## config.mk

```make
export PLATFORM = sky130hd
export DESIGN_NAME = ram_word_unpacker
export DESIGN_NICKNAME = d
export VERILOG_FILES = /design/src/rtl/ram_word_unpacker.sv
export SDC_FILE = /design/constraint.sdc
export NUM_CORES = 1
export LEC_CHECK = 0
export CORE_ASPECT_RATIO = 0.75
export CORE_MARGIN = 2
export CORE_UTILIZATION = 30
export DETAILED_ROUTE_END_ITERATION = 8
export PLACE_DENSITY = 0.63
export SLEW_MARGIN = 20
export SYNTH_ARGS = -nofsm -noshare
export SYNTH_HDL_FRONTEND = slang
export SYNTH_SLANG_ARGS = --single-unit
```

## constraint.sdc

```tcl
create_clock -name clk -period 3.9 [get_ports clk]
set_input_delay 0.78 -clock clk [delete_from_list [all_inputs] [get_ports clk]]
set_output_delay 0.78 -clock clk [all_outputs]
set_load 0.05 [all_outputs]
```

## src/rtl/ram_word_unpacker.sv

```systemverilog
// rtl/ram_word_unpacker.sv - fetches words from the RAM wide read port and streams them as narrow beats, LSB first
module ram_word_unpacker #(
    parameter int WIDTHB     = 32,
    parameter int WIDTHO     = 8,
    parameter int ADDRWIDTHB = 6
) (
    input  logic                  clk,
    input  logic                  rst,
    input  logic                  start,
    input  logic [ADDRWIDTHB-1:0] base_addr,
    input  logic [ADDRWIDTHB:0]   word_count,
    output logic                  busy,
    output logic                  done,
    output logic [ADDRWIDTHB-1:0] ram_addr,
    output logic                  ram_re,
    input  logic [WIDTHB-1:0]     ram_do,
    output logic [WIDTHO-1:0]     m_data,
    output logic                  m_valid,
    input  logic                  m_ready,
    output logic                  m_last
);
    localparam int RATIO = WIDTHB / WIDTHO;
    localparam int BEATW = (RATIO > 1) ? $clog2(RATIO) : 1;
    localparam logic [BEATW-1:0] LAST_BEAT = BEATW'(RATIO - 1);

    typedef enum logic [2:0] {S_IDLE, S_FETCH, S_WAIT, S_LOAD, S_SEND} state_t;

    state_t              state;
    logic [WIDTHB-1:0]   word_reg;
    logic [BEATW-1:0]    beat_idx;
    logic [ADDRWIDTHB:0] remaining;
    logic [BEATW-1:0]    next_beat;
    logic                final_word;

    assign next_beat  = beat_idx + BEATW'(1);
    assign final_word = (remaining == (ADDRWIDTHB+1)'(1));

    always_ff @(posedge clk) begin
        if (rst) begin
            state     <= S_IDLE;
            word_reg  <= '0;
            beat_idx  <= '0;
            remaining <= '0;
            busy      <= 1'b0;
            done      <= 1'b0;
            ram_addr  <= '0;
            ram_re    <= 1'b0;
            m_data    <= '0;
            m_valid   <= 1'b0;
            m_last    <= 1'b0;
        end else begin
            done <= 1'b0;
            case (state)
                S_IDLE: begin
                    if (start) begin
                        if (word_count == '0) begin
                            done <= 1'b1;
                        end else begin
                            remaining <= word_count;
                            ram_addr  <= base_addr;
                            busy      <= 1'b1;
                            state     <= S_FETCH;
                        end
                    end
                end
                // RAM captures the addressed word into its read register at this exit edge
                S_FETCH: begin
                    ram_re <= 1'b1;
                    state  <= S_WAIT;
                end
                S_WAIT: begin
                    ram_re <= 1'b0;
                    state  <= S_LOAD;
                end
                S_LOAD: begin
                    word_reg <= ram_do;
                    m_data   <= ram_do[WIDTHO-1:0];
                    m_valid  <= 1'b1;
                    m_last   <= final_word && (LAST_BEAT == '0);
                    beat_idx <= '0;
                    state    <= S_SEND;
                end
                S_SEND: begin
                    if (m_ready) begin
                        if (beat_idx != LAST_BEAT) begin
                            beat_idx <= next_beat;
                            m_data   <= word_reg[32'(next_beat)*WIDTHO +: WIDTHO];
                            m_last   <= final_word && (next_beat == LAST_BEAT);
                        end else if (!final_word) begin
                            m_valid   <= 1'b0;
                            ram_addr  <= ram_addr + 1'b1;
                            remaining <= remaining - 1'b1;
                            state     <= S_FETCH;
                        end else begin
                            m_valid <= 1'b0;
                            m_last  <= 1'b0;
                            busy    <= 1'b0;
                            done    <= 1'b1;
                            state   <= S_IDLE;
                        end
                    end
                end
                default: state <= S_IDLE;
            endcase
        end
    end
endmodule

```

# Word-level counts from Yosys, hierarchy flattened
# Index checks and enable logic that the tools add are counted.
dict set report classes {
  add_sub_neg 3
  eq_ne 15
  n_mux 43
  shift 1
  reduce_logical 12
}
# operator n
set ops {}
lappend ops {{2-to-1 mux 7 bit} 5}
lappend ops {{variable part select 32 x 6 -> 8 bit} 1}
lappend ops {{2-to-1 mux 6 bit} 5}
lappend ops {{2-to-1 mux 8 bit} 2}
lappend ops {{inequality test 2 bit (second input constant)} 8}
lappend ops {{one-hot mux 8 bit (2 select lines)} 1}
lappend ops {{2-to-1 mux 1 bit} 15}
lappend ops {{one-hot mux 3 bit (5 select lines)} 1}
lappend ops {{one-hot mux 7 bit (2 select lines)} 1}
lappend ops {{2-to-1 mux 3 bit} 4}
lappend ops {{one-hot mux 6 bit (2 select lines)} 1}
lappend ops {{AND reduction 6 bit} 2}
lappend ops {{one-hot mux 1 bit (2 select lines)} 5}
lappend ops {{AND reduction 3 bit} 3}
lappend ops {{equality test 7 x 1 -> 1 bit (second input constant)} 1}
lappend ops {{logical NOT 7 bit} 1}
lappend ops {{subtractor 7 x 1 -> 7 bit (second input constant)} 1}
lappend ops {{adder 6 x 1 -> 6 bit (second input constant)} 1}
lappend ops {{equality test 3 x 2 -> 1 bit (second input constant)} 2}
lappend ops {{nonzero test 2 bit} 3}
lappend ops {{2-to-1 mux 2 bit} 2}
lappend ops {{one-hot mux 2 bit (2 select lines)} 1}
lappend ops {{AND reduction 4 bit} 1}
lappend ops {{equality test 3 x 1 -> 1 bit (second input constant)} 1}
lappend ops {{6 further kinds} 6}
dict set report word_totals {
  input_bits 49
  wordCells 85
  output_inout_bits 19
  reg_bits 63
}

# Depth between registers and ports, before layout
dict set report logic_depth {
  ltp_word 6
  depth_mapped 7
  ltp_nobuf 5
}

# Worst setup path before layout
# OpenSTA, ideal clock, no wires.
dict set report synth_timing {
  kind {register to register}
  from {reg beat_idx[0]}
  to {reg m_data[5]}
  synth_period_minus_slack_ns 2.325
  setup_ns 0.120
  t_arrival_ns 2.205
  path_stages_with_launch 8
  required_ns 3.780
  n_path_buf 2
  setup_slack_ns 1.575
  cell_sequence {dfxtp_1 clkbuf_1 inv_1 ha_1 buf_1 mux4_2 a21oi_1 a21oi_1}
}
dict set report synth_between {
  elab_chain_cells 5
  elab_cells_between_ends 8
  cone_classes {add/sub (1); eq/ne (2); shift (1); mux (3); reduce/logical (1)}
}
# element line_no
set synth_lines {}
lappend synth_lines {{start, declared} 30} ;# logic [BEATW-1:0] beat_idx;
lappend synth_lines {{start signal, assigned} 86} ;# beat_idx <= next_beat;
lappend synth_lines {{adder 2 x 1 -> 2 bit} 35} ;# assign next_beat = beat_idx + BEATW'(1);
lappend synth_lines {{variable part select 32 x 6 -> 8 bit} 87} ;# m_data <= word_reg[32'(next_beat)*WIDTHO +: WIDTHO];
lappend synth_lines {{2-to-1 mux 8 bit} 85} ;# if (beat_idx != LAST_BEAT) begin
lappend synth_lines {{2-to-1 mux 8 bit} 84} ;# if (m_ready) begin
lappend synth_lines {{one-hot mux 8 bit (2 select lines)} 53} ;# case (state)
lappend synth_lines {{end signal, assigned} 77} ;# m_data <= ram_do[WIDTHO-1:0];
lappend synth_lines {{end signal, assigned} 87}
lappend synth_lines {{end, declared} 17} ;# output logic [WIDTHO-1:0] m_data,
# Several ways; a longest one is shown, not always the timed one. The select of a mux whose other input is x is not followed.
# A chain may end at the register's enable or synchronous reset.

# Worst setup path after layout
# Same ends and word-level chain as after synthesis.

==> qor.yml <==
die:
  die_area_um2: 11100
  initial_utilization_pct: 31.4
  rows: 31
  core_um2: 9810
  dieHeight_um: 91.7
  die-width_um: 121
  io_pins: 68
detailed_routing:
  firstDrtPassIters: 4
  routed-wl-met2_um: 3780
  vias: 2875
  route.met3.wl_um: 597
  drt-vias-per-instance: 5.18
  wl_met1_um: 4210
  totalWireLength_um: 8800
  drcViolationCount: 0
  highest_layer: "met4"
  ant_nets: 0
  drt_iter0_markers: 217
  avgRoutedWirePerCell_um: 15.9
critical_path:
  crit_fanout: 11
  arrival_ps: 2610
  reg2reg_to: "m_data[5]"
  r2r_slack_ps: 1500
  crit_path_end_kind: "flip-flop"
  r2r_start: "beat_idx[0]"
  reg2reg_depth: 5
  worstPathRequired_ps: 4120
  crit_start: "beat_idx[0]"
  cp-start-kind: "flip-flop"
  crit_path_end: "m_data[5]"
  crit_type: "reg2reg"
timing:
  rsz0062_at_grt: "no"
  relSlewSlack_pct: 57.6
  finClkSkew_ps: 5.72
  finalSetupTns_ps: 0
  post-route-min-period_ps: 2400
  hold_viol: 0
  period_share_pct: 61.5
  setup_violations: 0
  tightestPinTransition_ps: 632
  hold_ws_ps: 451
  drv_slew: 0
  fmax_mhz: 417
clock_tree:
  insertion_delay_ps: 330
  clock_sinks: 63
  cts_setup_buffers: 0
  ctsHoldBuffers: 0
  cts.htree.levels: 3
  clockBufferDepth: 2
  clk_pin_slew_ps: 50
  cts_resized: 0
  cts_tree: "done"
  numCtsBuffers: 9
  root_buffer: "clkbuf_16"
logic_synthesis:
  ys_async_sr_fraction_pct: 0
  yosysUniqueCellTypes: 54
  syn_inst: 362
  avgSynthCellArea_um2: 8.50
  syn-num-nets: 416
  synth_area_um2: 3080
  synth_seq_area_share_pct: 41.0
  ys_ff_latch: 63
  synth_ff_type: "dfxtp_1"
  synth-edff-count: 0
  synth_warnings: 0
grt:
  antenna_found_initial: 0
  grt_max_degree: 36
  grt_usage_pct: 16.8
  gr-total-overflow: 0
  grt_pass1_vias: 2889
  grt_pass1_wl_um: 14600
placement:
  place_congestion: 0.926
  io_buffers: 67
  postPlaceCellArea_um2: 3810
  hpwl_um: 6200
run:
  drv_cap: 0
cells_and_area:
  area_delta_synth_final_pct: 34.0
  final_cell_mix: "86 x nand2_1, 66 x clkdlybuf4s50_1, 65 x a21oi_1"
  fill_cells: 980
  diodes: 0
  final_common_cell: "nand2_1"
  drive_gt1_share_pct: 9.93
  nNetsFinal: 472
  finalInstanceArea_um2: 4120
  largest_register_ff_count: 32
worst_hold_path:
  holdCritPathClass: "reg2reg"
power:
  leakage_nw: 1.43
  powerDensity_nw_per_um2: 443
  vdd_drop_max_v: 0.000256
outcome:
  status: "complete, no violations"
-- critical path, stage by stage (launching register included) --
cell and delay (ps):
dfxtp_1 700, inv_1 130, ha_1 600, mux4_2 570, a21oi_1 200, a21oi_1 80
-- power by group --
group | internal, mW | switching, mW | leakage (nW)
logic | 0.127 | 0.162 | 0.763
clock network | 0.544 | 0.277 | 0.156
registers | 0.678 | 0.0365 | 0.512
total | 1.35 | 0.475 | 1.43
-- how the worst min path moves through the flow --
stage            startpoint           end  slack [ps]  cells past startpoint
5_1_grt         word_reg[5]   word_reg[5]         480                      2
3_5_place_dp    word_reg[9]   word_reg[9]         450                      2
6_report        word_reg[9]   word_reg[9]         450                      2
4_1_cts         word_reg[9]   word_reg[9]         450                      2
2_1_floorplan  word_reg[10]  word_reg[10]         430                      2
3_3_place_gp    word_reg[8]   word_reg[8]         440                      2
-- area by class of cell --
class	count	area (µm²)	area share, %
clock inverters	3	40.0	0.971
flip-flops and latches	63	1260	30.6
well taps	132	165	4.01
clock buffers	13	270	6.56
repair buffers	73	711	17.2
inverters	8	30.0	0.729
multi-input cells	263	1640	39.9
-- metal layers --
layer  vias to the layer above  track usage (%)
met3                        18             4.42
met2                        86             23.5
met4                         0             7.36
li1                       1412                -
met1                      1359             23.9
met5                         -                0
-- cells in the mapped netlist (all sizes together) (4+ instances only) --
cell type	instances	share of area, %
a2111oi	4	1.3
a21oi	65	11
a31oi	4	0.81
and2	4	0.81
buf	10	2.4
clkbuf	18	2.2
dfxtp	63	41
ha	5	2.0
inv	8	0.98
mux4	8	5.9
nand2	86	10
nand3	7	1.1
nor2	7	0.94
nor3	5	0.81
o211ai	5	1.2
o21ai	14	2.3
o31ai	4	0.98
or3	4	0.81
-- metrics by stage --
| step | instances | power, mW | worst slack, ps | utilization, % |
|---|---|---|---|---|
| floorplan | 362 | 0.901 | 1580 | - |
| finish | 555 | 1.82 | 1500 | 42.0 |
| global placement | 539 | 1.01 | 1310 | 38.8 |
| detailed placement | 539 | 1.02 | 1280 | 38.8 |
| global route | 555 | 1.90 | 1300 | 42.0 |
| CTS | 555 | 1.83 | 1440 | 42.0 |
-- kinds of logic (layout without fill, tap and decap cells) --
family          after synthesis  in the layout  share of synthesized area (%)
flops                        63             63                           41.0
buf+inv                      36             97                           5.57
compound gates              113            113                           23.5
mux                           8              8                           5.86
fa+ha+maj                     5              5                           2.03
xor+xnor                      1              1                          0.285
simple gates                136            136                           21.7
No activity file was read; power rests on OpenSTA's default activity.
